`src/rtl/id_ex_stage_if.sv`:
```
// rtl/id_ex_stage_if.sv - ID/EX bundle: decoder-side D fields and EX-register E fields
//
// master: the decode side, drives the *D fields and observes the *E fields
// slave : the ID/EX stage, samples the *D fields and drives the *E fields
interface id_ex_stage_if #(
  parameter int XLEN = 32
);
  // Decode-side bundle
  logic            RegWriteD;
  logic [1:0]      ResultSrcD;
  logic            MemWriteD;
  logic            jumpD;
  logic            jumpR;
  logic            BranchD;
  logic [3:0]      ALUControlD;
  logic            ALUSrcD;
  logic [2:0]      FUN3D;
  logic [1:0]      ALUTypeD;
  logic            validD;
  logic [XLEN-1:0] RD1D;
  logic [XLEN-1:0] RD2D;
  logic [XLEN-1:0] ImmExtD;
  logic [XLEN-1:0] PCD;
  logic [XLEN-1:0] PCPlus4D;
  logic [4:0]      Rs1D;
  logic [4:0]      Rs2D;
  logic [4:0]      RdD;

  // Execute-stage register copies
  logic            RegWriteE;
  logic [1:0]      ResultSrcE;
  logic            MemWriteE;
  logic            jumpE;
  logic            jumpRE;
  logic            BranchE;
  logic [3:0]      ALUControlE;
  logic            ALUSrcE;
  logic [2:0]      FUN3E;
  logic [1:0]      ALUTypeE;
  logic            validE;
  logic [XLEN-1:0] RD1E;
  logic [XLEN-1:0] RD2E;
  logic [XLEN-1:0] ImmExtE;
  logic [XLEN-1:0] PCE;
  logic [XLEN-1:0] PCPlus4E;
  logic [4:0]      Rs1E;
  logic [4:0]      Rs2E;
  logic [4:0]      RdE;

  modport master (
    output RegWriteD, ResultSrcD, MemWriteD, jumpD, jumpR, BranchD, ALUControlD,
           ALUSrcD, FUN3D, ALUTypeD, validD, RD1D, RD2D, ImmExtD, PCD, PCPlus4D,
           Rs1D, Rs2D, RdD,
    input  RegWriteE, ResultSrcE, MemWriteE, jumpE, jumpRE, BranchE, ALUControlE,
           ALUSrcE, FUN3E, ALUTypeE, validE, RD1E, RD2E, ImmExtE, PCE, PCPlus4E,
           Rs1E, Rs2E, RdE
  );

  modport slave (
    input  RegWriteD, ResultSrcD, MemWriteD, jumpD, jumpR, BranchD, ALUControlD,
           ALUSrcD, FUN3D, ALUTypeD, validD, RD1D, RD2D, ImmExtD, PCD, PCPlus4D,
           Rs1D, Rs2D, RdD,
    output RegWriteE, ResultSrcE, MemWriteE, jumpE, jumpRE, BranchE, ALUControlE,
           ALUSrcE, FUN3E, ALUTypeE, validE, RD1E, RD2E, ImmExtE, PCE, PCPlus4E,
           Rs1E, Rs2E, RdE
  );
endinterface

```
`src/rtl/id_ex_stage.sv`:
```
// rtl/id_ex_stage.sv - ID/EX pipeline register with load-use hazard detection
//
// Ports:
//   clk, rst          rising-edge clock, asynchronous active-high reset
//   bus (slave)       decoder bundle in (*D), EX-stage register out (*E)
//   flushE            kill the instruction entering EX (bubble), beats memStall
//   memStall          data memory busy: hold EX and stall F/D
//   stallF, stallD    combinational stall for PC and IF/ID register
//   lwStallCnt, flushCnt, memStallCnt  saturating debug event counters
module id_ex_stage #(
  parameter int XLEN  = 32,
  parameter int CNT_W = 16
) (
  input  logic             clk,
  input  logic             rst,
  id_ex_stage_if.slave     bus,
  input  logic             flushE,
  input  logic             memStall,
  output logic             stallF,
  output logic             stallD,
  output logic [CNT_W-1:0] lwStallCnt,
  output logic [CNT_W-1:0] flushCnt,
  output logic [CNT_W-1:0] memStallCnt
);

  typedef struct packed {
    logic            reg_write;
    logic [1:0]      result_src;
    logic            mem_write;
    logic            jump;
    logic            jump_r;
    logic            branch;
    logic [3:0]      alu_control;
    logic            alu_src;
    logic [2:0]      fun3;
    logic [1:0]      alu_type;
    logic            valid;
    logic [XLEN-1:0] rd1;
    logic [XLEN-1:0] rd2;
    logic [XLEN-1:0] imm_ext;
    logic [XLEN-1:0] pc;
    logic [XLEN-1:0] pc_plus4;
    logic [4:0]      rs1;
    logic [4:0]      rs2;
    logic [4:0]      rd;
  } stage_t;

  stage_t d_in;
  stage_t e_q;
  logic   use_rs1;
  logic   use_rs2;
  logic   lw_stall;

  always_comb begin
    d_in             = '0;
    d_in.reg_write   = bus.RegWriteD;
    d_in.result_src  = bus.ResultSrcD;
    d_in.mem_write   = bus.MemWriteD;
    d_in.jump        = bus.jumpD;
    d_in.jump_r      = bus.jumpR;
    d_in.branch      = bus.BranchD;
    d_in.alu_control = bus.ALUControlD;
    d_in.alu_src     = bus.ALUSrcD;
    d_in.fun3        = bus.FUN3D;
    d_in.alu_type    = bus.ALUTypeD;
    d_in.valid       = bus.validD;
    d_in.rd1         = bus.RD1D;
    d_in.rd2         = bus.RD2D;
    d_in.imm_ext     = bus.ImmExtD;
    d_in.pc          = bus.PCD;
    d_in.pc_plus4    = bus.PCPlus4D;
    d_in.rs1         = bus.Rs1D;
    d_in.rs2         = bus.Rs2D;
    d_in.rd          = bus.RdD;
  end

  // JAL has no rs1 operand; rs2 is read by R-type ALU ops, stores and branches.
  assign use_rs1 = bus.validD & ~(bus.jumpD & ~bus.jumpR);
  assign use_rs2 = bus.validD & (~bus.ALUSrcD | bus.MemWriteD | bus.BranchD);

  // A valid load in EX whose destination (not x0) is read by the ID instruction.
  assign lw_stall = e_q.valid & e_q.reg_write & (e_q.result_src == 2'b01) &
                    (e_q.rd != 5'd0) &
                    ((use_rs1 & (bus.Rs1D == e_q.rd)) | (use_rs2 & (bus.Rs2D == e_q.rd)));

  // Gated by rst so the front end is never told to stall while the pipe is held in reset.
  assign stallF = ~rst & (lw_stall | memStall);
  assign stallD = stallF;

  always_ff @(posedge clk or posedge rst) begin
    if (rst) begin
      e_q <= '0;
    end else if (flushE) begin
      e_q <= '0;
    end else if (memStall) begin
      e_q <= e_q;
    end else if (lw_stall) begin
      e_q <= '0;
    end else begin
      e_q <= d_in;
    end
  end

  function automatic logic [CNT_W-1:0] sat_inc(input logic [CNT_W-1:0] v);
    return (&v) ? v : v + CNT_W'(1);
  endfunction

  always_ff @(posedge clk or posedge rst) begin
    if (rst) begin
      lwStallCnt  <= '0;
      flushCnt    <= '0;
      memStallCnt <= '0;
    end else begin
      // Only a load-use stall that actually produces the bubble is counted.
      if (lw_stall && !memStall && !flushE) lwStallCnt <= sat_inc(lwStallCnt);
      if (flushE) flushCnt <= sat_inc(flushCnt);
      if (memStall) memStallCnt <= sat_inc(memStallCnt);
    end
  end

  assign bus.RegWriteE   = e_q.reg_write;
  assign bus.ResultSrcE  = e_q.result_src;
  assign bus.MemWriteE   = e_q.mem_write;
  assign bus.jumpE       = e_q.jump;
  assign bus.jumpRE      = e_q.jump_r;
  assign bus.BranchE     = e_q.branch;
  assign bus.ALUControlE = e_q.alu_control;
  assign bus.ALUSrcE     = e_q.alu_src;
  assign bus.FUN3E       = e_q.fun3;
  assign bus.ALUTypeE    = e_q.alu_type;
  assign bus.validE      = e_q.valid;
  assign bus.RD1E        = e_q.rd1;
  assign bus.RD2E        = e_q.rd2;
  assign bus.ImmExtE     = e_q.imm_ext;
  assign bus.PCE         = e_q.pc;
  assign bus.PCPlus4E    = e_q.pc_plus4;
  assign bus.Rs1E        = e_q.rs1;
  assign bus.Rs2E        = e_q.rs2;
  assign bus.RdE         = e_q.rd;

endmodule

```
`src/flat_wrapper.sv`:
```
// flat-port wrapper written by rule: the top's interface ports become plain ports
module id_ex_stage_flat 
#(
  parameter int XLEN  = 32,
  parameter int CNT_W = 16
)
  (clk, rst, flushE, memStall, stallF, stallD, lwStallCnt, flushCnt, memStallCnt, bus_RegWriteD, bus_ResultSrcD, bus_MemWriteD, bus_jumpD, bus_jumpR, bus_BranchD, bus_ALUControlD, bus_ALUSrcD, bus_FUN3D, bus_ALUTypeD, bus_validD, bus_RD1D, bus_RD2D, bus_ImmExtD, bus_PCD, bus_PCPlus4D, bus_Rs1D, bus_Rs2D, bus_RdD, bus_RegWriteE, bus_ResultSrcE, bus_MemWriteE, bus_jumpE, bus_jumpRE, bus_BranchE, bus_ALUControlE, bus_ALUSrcE, bus_FUN3E, bus_ALUTypeE, bus_validE, bus_RD1E, bus_RD2E, bus_ImmExtE, bus_PCE, bus_PCPlus4E, bus_Rs1E, bus_Rs2E, bus_RdE);
  id_ex_stage_if #(.XLEN(XLEN)) bus_i ();
  input  logic clk;
  input  logic rst;
  input  logic flushE;
  input  logic memStall;
  output logic stallF;
  output logic stallD;
  output logic [CNT_W-1:0] lwStallCnt;
  output logic [CNT_W-1:0] flushCnt;
  output logic [CNT_W-1:0] memStallCnt;
  input wire logic [$bits(bus_i.RegWriteD)-1:0] bus_RegWriteD;
  input wire logic [$bits(bus_i.ResultSrcD)-1:0] bus_ResultSrcD;
  input wire logic [$bits(bus_i.MemWriteD)-1:0] bus_MemWriteD;
  input wire logic [$bits(bus_i.jumpD)-1:0] bus_jumpD;
  input wire logic [$bits(bus_i.jumpR)-1:0] bus_jumpR;
  input wire logic [$bits(bus_i.BranchD)-1:0] bus_BranchD;
  input wire logic [$bits(bus_i.ALUControlD)-1:0] bus_ALUControlD;
  input wire logic [$bits(bus_i.ALUSrcD)-1:0] bus_ALUSrcD;
  input wire logic [$bits(bus_i.FUN3D)-1:0] bus_FUN3D;
  input wire logic [$bits(bus_i.ALUTypeD)-1:0] bus_ALUTypeD;
  input wire logic [$bits(bus_i.validD)-1:0] bus_validD;
  input wire logic [$bits(bus_i.RD1D)-1:0] bus_RD1D;
  input wire logic [$bits(bus_i.RD2D)-1:0] bus_RD2D;
  input wire logic [$bits(bus_i.ImmExtD)-1:0] bus_ImmExtD;
  input wire logic [$bits(bus_i.PCD)-1:0] bus_PCD;
  input wire logic [$bits(bus_i.PCPlus4D)-1:0] bus_PCPlus4D;
  input wire logic [$bits(bus_i.Rs1D)-1:0] bus_Rs1D;
  input wire logic [$bits(bus_i.Rs2D)-1:0] bus_Rs2D;
  input wire logic [$bits(bus_i.RdD)-1:0] bus_RdD;
  output wire logic [$bits(bus_i.RegWriteE)-1:0] bus_RegWriteE;
  output wire logic [$bits(bus_i.ResultSrcE)-1:0] bus_ResultSrcE;
  output wire logic [$bits(bus_i.MemWriteE)-1:0] bus_MemWriteE;
  output wire logic [$bits(bus_i.jumpE)-1:0] bus_jumpE;
  output wire logic [$bits(bus_i.jumpRE)-1:0] bus_jumpRE;
  output wire logic [$bits(bus_i.BranchE)-1:0] bus_BranchE;
  output wire logic [$bits(bus_i.ALUControlE)-1:0] bus_ALUControlE;
  output wire logic [$bits(bus_i.ALUSrcE)-1:0] bus_ALUSrcE;
  output wire logic [$bits(bus_i.FUN3E)-1:0] bus_FUN3E;
  output wire logic [$bits(bus_i.ALUTypeE)-1:0] bus_ALUTypeE;
  output wire logic [$bits(bus_i.validE)-1:0] bus_validE;
  output wire logic [$bits(bus_i.RD1E)-1:0] bus_RD1E;
  output wire logic [$bits(bus_i.RD2E)-1:0] bus_RD2E;
  output wire logic [$bits(bus_i.ImmExtE)-1:0] bus_ImmExtE;
  output wire logic [$bits(bus_i.PCE)-1:0] bus_PCE;
  output wire logic [$bits(bus_i.PCPlus4E)-1:0] bus_PCPlus4E;
  output wire logic [$bits(bus_i.Rs1E)-1:0] bus_Rs1E;
  output wire logic [$bits(bus_i.Rs2E)-1:0] bus_Rs2E;
  output wire logic [$bits(bus_i.RdE)-1:0] bus_RdE;
  assign bus_i.RegWriteD = bus_RegWriteD;
  assign bus_i.ResultSrcD = bus_ResultSrcD;
  assign bus_i.MemWriteD = bus_MemWriteD;
  assign bus_i.jumpD = bus_jumpD;
  assign bus_i.jumpR = bus_jumpR;
  assign bus_i.BranchD = bus_BranchD;
  assign bus_i.ALUControlD = bus_ALUControlD;
  assign bus_i.ALUSrcD = bus_ALUSrcD;
  assign bus_i.FUN3D = bus_FUN3D;
  assign bus_i.ALUTypeD = bus_ALUTypeD;
  assign bus_i.validD = bus_validD;
  assign bus_i.RD1D = bus_RD1D;
  assign bus_i.RD2D = bus_RD2D;
  assign bus_i.ImmExtD = bus_ImmExtD;
  assign bus_i.PCD = bus_PCD;
  assign bus_i.PCPlus4D = bus_PCPlus4D;
  assign bus_i.Rs1D = bus_Rs1D;
  assign bus_i.Rs2D = bus_Rs2D;
  assign bus_i.RdD = bus_RdD;
  assign bus_RegWriteE = bus_i.RegWriteE;
  assign bus_ResultSrcE = bus_i.ResultSrcE;
  assign bus_MemWriteE = bus_i.MemWriteE;
  assign bus_jumpE = bus_i.jumpE;
  assign bus_jumpRE = bus_i.jumpRE;
  assign bus_BranchE = bus_i.BranchE;
  assign bus_ALUControlE = bus_i.ALUControlE;
  assign bus_ALUSrcE = bus_i.ALUSrcE;
  assign bus_FUN3E = bus_i.FUN3E;
  assign bus_ALUTypeE = bus_i.ALUTypeE;
  assign bus_validE = bus_i.validE;
  assign bus_RD1E = bus_i.RD1E;
  assign bus_RD2E = bus_i.RD2E;
  assign bus_ImmExtE = bus_i.ImmExtE;
  assign bus_PCE = bus_i.PCE;
  assign bus_PCPlus4E = bus_i.PCPlus4E;
  assign bus_Rs1E = bus_i.Rs1E;
  assign bus_Rs2E = bus_i.Rs2E;
  assign bus_RdE = bus_i.RdE;
  id_ex_stage #(.XLEN(XLEN), .CNT_W(CNT_W)) u_core (.clk(clk), .rst(rst), .bus(bus_i), .flushE(flushE), .memStall(memStall), .stallF(stallF), .stallD(stallD), .lwStallCnt(lwStallCnt), .flushCnt(flushCnt), .memStallCnt(memStallCnt));
endmodule
```
`config.mk`:
```
export PLATFORM = sky130hd
export DESIGN_NAME = id_ex_stage_flat
export DESIGN_NICKNAME = d
export VERILOG_FILES = /design/src/rtl/id_ex_stage_if.sv /design/src/rtl/id_ex_stage.sv /design/src/flat_wrapper.sv
export SDC_FILE = /design/constraint.sdc
export NUM_CORES = 1
export LEC_CHECK = 0
export BUFFER_PORTS_ARGS = -buffer_cell sky130_fd_sc_hd__buf_2
export CELL_PAD_IN_SITES_DETAIL_PLACEMENT = 1
export CELL_PAD_IN_SITES_GLOBAL_PLACEMENT = 2
export CORE_MARGIN = 2
export CORE_UTILIZATION = 29
export DETAILED_ROUTE_END_ITERATION = 10
export PLACE_DENSITY = 0.82
export SLEW_MARGIN = 20
export SYNTH_ARGS = -nofsm -noshare
export SYNTH_HDL_FRONTEND = slang
export SYNTH_SLANG_ARGS = --single-unit
```
`constraint.sdc`:
```
create_clock -name clk -period 9.4 [get_ports clk]
set_input_delay 0.47 -clock clk [delete_from_list [all_inputs] [get_ports clk]]
set_output_delay 0.47 -clock clk [all_outputs]
set_load 0.005 [all_outputs]
```
== After elaboration in Yosys (flattened, before gate mapping) ==
Cells that the tools add are included.

* Register bits after elaboration: 241
* Output and inout port bits: 243

* Bitwise operators: 21
* Reduce and logical (&&, ||, !) cells: 11
* Equality and inequality tests: 4
* Muxes and demuxes: 3
* Add/sub/neg operators: 3

{| class="wikitable"
|+ Operator list
! operator !! number
|-
| $mux W193 || 3
|-
| $add A16 B1 Y16 const B || 3
|-
| $reduce_and A16 Y1 || 3
|-
| $and A1 B1 Y1 || 10
|-
| $eq A5 B5 Y1 || 2
|-
| $not A1 Y1 || 7
|-
| $reduce_and A2 Y1 || 3
|-
| $reduce_bool A5 Y1 || 1
|-
| $or A1 B1 Y1 || 4
|-
| $eq A2 B1 Y1 const B || 1
|-
| $logic_and A1 B1 Y1 || 2
|-
| $logic_not A1 Y1 || 2
|-
| $ne A2 B2 Y1 const B || 1
|}

== Depth between registers and ports, before layout ==
* Word-level depth: 10
* Mapped depth: 8
* Mapped depth without buffers: 6

== Least setup slack after synthesis ==
OpenSTA, ideal clock, no wires.

* Path kind: in2out
* Start: in bus_Rs2D[2]
* End: out stallF
* Stages: 8
* Arrival: 1.727 ns
* Buffers on the path: 3
* Setup slack: 7.203 ns
* Path through: xor2_1 -> nor4_1 -> a22o_1 -> buf_2 -> buf_2 -> a21oi_1 -> nor2_1 -> buf_4

* Word-level cells in the longest chain between the ends: 6

{| class="wikitable"
|+ Ends and longest elaborated chain
! item !! RTL line !! text
|-
| from (decl) || flat_wrapper.sv:35 || <nowiki>input wire logic [$bits(bus_i.Rs2D)-1:0] bus_Rs2D;</nowiki>
|-
| $eq A5 B5 Y1 || id_ex_stage.sv:84 || <nowiki>((use_rs1 & (bus.Rs1D == e_q.rd)) | (use_rs2 & (bus.Rs2D == e_q.rd)));</nowiki>
|-
| $and A1 B1 Y1 || id_ex_stage.sv:84 ||
|-
| $or A1 B1 Y1 || id_ex_stage.sv:84 ||
|-
| $and A1 B1 Y1 || id_ex_stage.sv:83 || <nowiki>(e_q.rd != 5'd0) &</nowiki>
|-
| $or A1 B1 Y1 || id_ex_stage.sv:87 || <nowiki>assign stallF = ~rst & (lw_stall | memStall);</nowiki>
|-
| $and A1 B1 Y1 || id_ex_stage.sv:87 ||
|-
| to (decl) || flat_wrapper.sv:13 || <nowiki>output logic stallF;</nowiki>
|}

No other way between the ends.

== Worst setup path in the final report ==
* Start: reg u_core.e_q, in the netlist u_core.bus.RdE[2]
* End: out stallF

* Word-level cells in the longest chain between the ends: 6

{| class="wikitable"
|+ Ends and longest elaborated chain
! item !! RTL line !! text
|-
| from (decl) || id_ex_stage.sv:49 || <nowiki>stage_t e_q;</nowiki>
|-
| from (signal assigned) || id_ex_stage.sv:96 || <nowiki>e_q <= e_q;</nowiki>
|-
| from (signal assigned) || id_ex_stage.sv:100 || <nowiki>e_q <= d_in;</nowiki>
|-
| $eq A5 B5 Y1 || id_ex_stage.sv:84 ||
|-
| $and A1 B1 Y1 || id_ex_stage.sv:84 ||
|-
| $or A1 B1 Y1 || id_ex_stage.sv:84 ||
|-
| $and A1 B1 Y1 * || id_ex_stage.sv:83 ||
|-
| $or A1 B1 Y1 * || id_ex_stage.sv:87 ||
|-
| $and A1 B1 Y1 * || id_ex_stage.sv:87 ||
|}

Every way passes the cells marked *; elsewhere a longest branch is shown, timed or not.

==> out/results.ini <==
[routing]
num_vias=7480
first_pass_iters=4
drtIter0Drc=300
ant_nets=0
avgRoutedWirePerCell_um=20.2
viasPerCell=4.95
route.detailed.drc=0
wirelength_um=30500

[finish]
syn_to_final_growth_pct=37.0
nets=1290
layout_commonest_cell=buf_2
layout_common_cells=439 x buf_2, 241 x dfrtp_1, 194 x a22o_1
n_antenna_cell=0
fillerInstances=3511
multi_input_area_um2=2940
drive_gt1_share_pct=45.1
regArea_um2=6030

[run]
drv_cap=0

[timing]
maxSlewHeadroom_pct=31.9
setup_ws_ps=6070
holdWs_ps=102
tightest_slew_ps=1020
fin_skew_ps=11.7
hold_violations=0
finalSetupViolCount=0
post-route-period-util_pct=35.4
min_period_ps=3330
rsz0062_at_grt=false
fin_tns_setup_ps=0
clock.fmax_mhz=300
report.final.slew_viol_count=0

[critical_path]
cp_num_buf_inv=1
rr_endpoint=u_core.bus.ImmExtE[17]$_DFFE_PP0P_
cp-start-kind=flop
endpoint_kind=output port
critical_path.max_fanout=17
crit_slowest_cell=a22o_1
regToRegSetupSlack_ps=6380
cp_cell_sequence=xor2_1 -> nor4_1 -> a22o_1 -> a21oi_1 -> nor2_1 -> buf_2
critPathMaxStageDelay_ps=670
r2r_cells=7
worstSetupPathType=flop to output port
required_ps=8930
crit_arrival_ps=2860
worstReg2RegStart=u_core.bus.RdE[2]$_DFFE_PP0P_
cpLargestDelayFamily=compound AO/OA/AOI/OAI gates

[floorplanning]
die_h_um=183
initial_core_util_pct=29.4
std_cell_rows=65
dieArea_um2=33400
io_pins=440
die_x_um=183
core_um2=31600

[global_route]
gr-total-overflow=0
grt_max_degree=194
antenna_found_initial=2
grt_pass1_vias=7877
grt_pass1_wl_um=46500
grt_usage_pct=17.4

[clocking]
root_buffer=clkbuf_16
h-tree-depth=1
clk_latency_ps=530
cts-resized-gates=0
clock-sinks=241
cts_max_path_buffers=3
clkSlewWorstSetupHoldPaths_ps=60
numCtsBuffers=28
cts_tree=built
cts-hold-fix-buffers=0
postCtsSetupBuffers=0

[yosys]
yosysUniqueCellTypes=33
synth_nets=862
synth-async-reset-ratio_pct=100
netlist_area_um2=9280
synth_cells=662
ys_seq_area_share_pct=65.0
synthFlopType=dfrtp_1
syn_area_per_cell_um2=14.0
yosys_register_bits=241
synth-edff-count=0
synth_warnings=0

[power]
p_leak_nw=6.94
peakVddDrop_v=0.000111
p_per_area_nw_per_um2=206

[outcome]
status=finished, final reports clean

[placed_design]
place.gp.congestion=0.758
io_buffers=439
dpl.hpwl_um=21400
pre_cts_ws_ps=6360

[worst_hold_path]
hold_class=input port to async pin

[metal layers]
layer	global-route usage (%)	up-vias	wire [um]
li1	-	3344	-
met1	21.8	3805	12700
met2	29.9	271	14900
met3	4.29	56	2150
met4	4.70	4	711
met5	0	-	27
[final cells by class]
cell class                 instances  area share (%)
sequential                       241            47.5
multi-input combinational        370            23.1
timing repair buffer             445            17.7
clock buffer                      41            6.46
tap                              402            3.96
clock inverter                     8            1.12
inverter                           4           0.177
[state kept, by name, summed over array words and instances, names as in the netlist]
register,count
u_core.bus.RegWriteE,1
u_core.bus.RD1E,32
u_core.bus.RdE,5
u_core.bus.MemWriteE,1
u_core.bus.BranchE,1
u_core.bus.Rs2E,5
u_core.bus.ALUTypeE,2
u_core.bus.validE,1
u_core.bus.FUN3E,3
u_core.bus.PCPlus4E,32
u_core.bus.ALUSrcE,1
u_core.bus.Rs1E,5
u_core.lwStallCnt,16
u_core.flushCnt,16
u_core.bus.ResultSrcE,2
u_core.bus.jumpRE,1
u_core.memStallCnt,16
u_core.bus.RD2E,32
u_core.bus.PCE,32
u_core.bus.jumpE,1
u_core.bus.ALUControlE,4
u_core.bus.ImmExtE,32
[metrics by stage]
stage	instances	power (mW)	utilization [%]	cell area (um2)
after floorplan	662	1.33	-	9280
after global placement	1462	1.50	37.2	11700
after detailed placement	1462	1.51	37.2	11700
after CTS	1511	2.66	40.3	12700
after global routing	1511	2.74	40.3	12700
final	1511	2.62	40.3	12700
[worst max path at each step]
| stage | start | to | slack [ps] | cells past startpoint |
|---|---|---|---|---|
| floorplan | rst | u_core.bus.ALUControlE[0]$_DFFE_PP0P_ | 2310 | 1 |
| detailed placement | bus_Rs1D[4] | u_core.bus.ImmExtE[17]$_DFFE_PP0P_ | 6360 | 8 |
| CTS | u_core.bus.RdE[2]$_DFFE_PP0P_ | stallF | 6080 | 6 |
| global placement | bus_Rs1D[4] | u_core.bus.ImmExtE[28]$_DFFE_PP0P_ | 6430 | 8 |
| finish | u_core.bus.RdE[2]$_DFFE_PP0P_ | stallF | 6070 | 6 |
| global route | u_core.bus.RdE[2]$_DFFE_PP0P_ | stallF | 5960 | 6 |
[synth_stat cells (3+ instances only)]
master      n  area (um2)
inv_1       4        15.0
nor2_1     14        52.6
and3_1     14        87.6
and4_1      4        35.0
a21oi_1     5        25.0
nand4_1    13        81.3
buf_2       5        25.0
ha_1        3        37.5
buf_6      12         135
clkbuf_1   21        78.8
a22o_1    194        1700
nand3_1    23         115
xnor2_1    32         280
nand2_1    19        71.3
xor2_1     21         184
buf_4       9        67.6
nor3_1      5        25.0
nor4_1      3        18.8
mux2_2      4        45.0
dfrtp_1   241        6030
[power by group]
part           internal [mW]  switching [mW]
Sequential              1.11          0.0661
Clock                  0.709           0.428
Combinational          0.146           0.158
Total                   1.97           0.652
[cells by family after synthesis]
logic type               after synthesis  synth area share (%)
flip-flops                           241                  65.0
AO/OA/AOI/OAI                        206                  19.6
AND/OR/NAND/NOR                      104                  6.08
XOR/XNOR                              53                  5.00
buffers and inverters                 51                  3.46
multiplexers                           4                 0.485
adder cells (fa/ha/maj)                3                 0.405
Power figures use the tool's default switching activity.
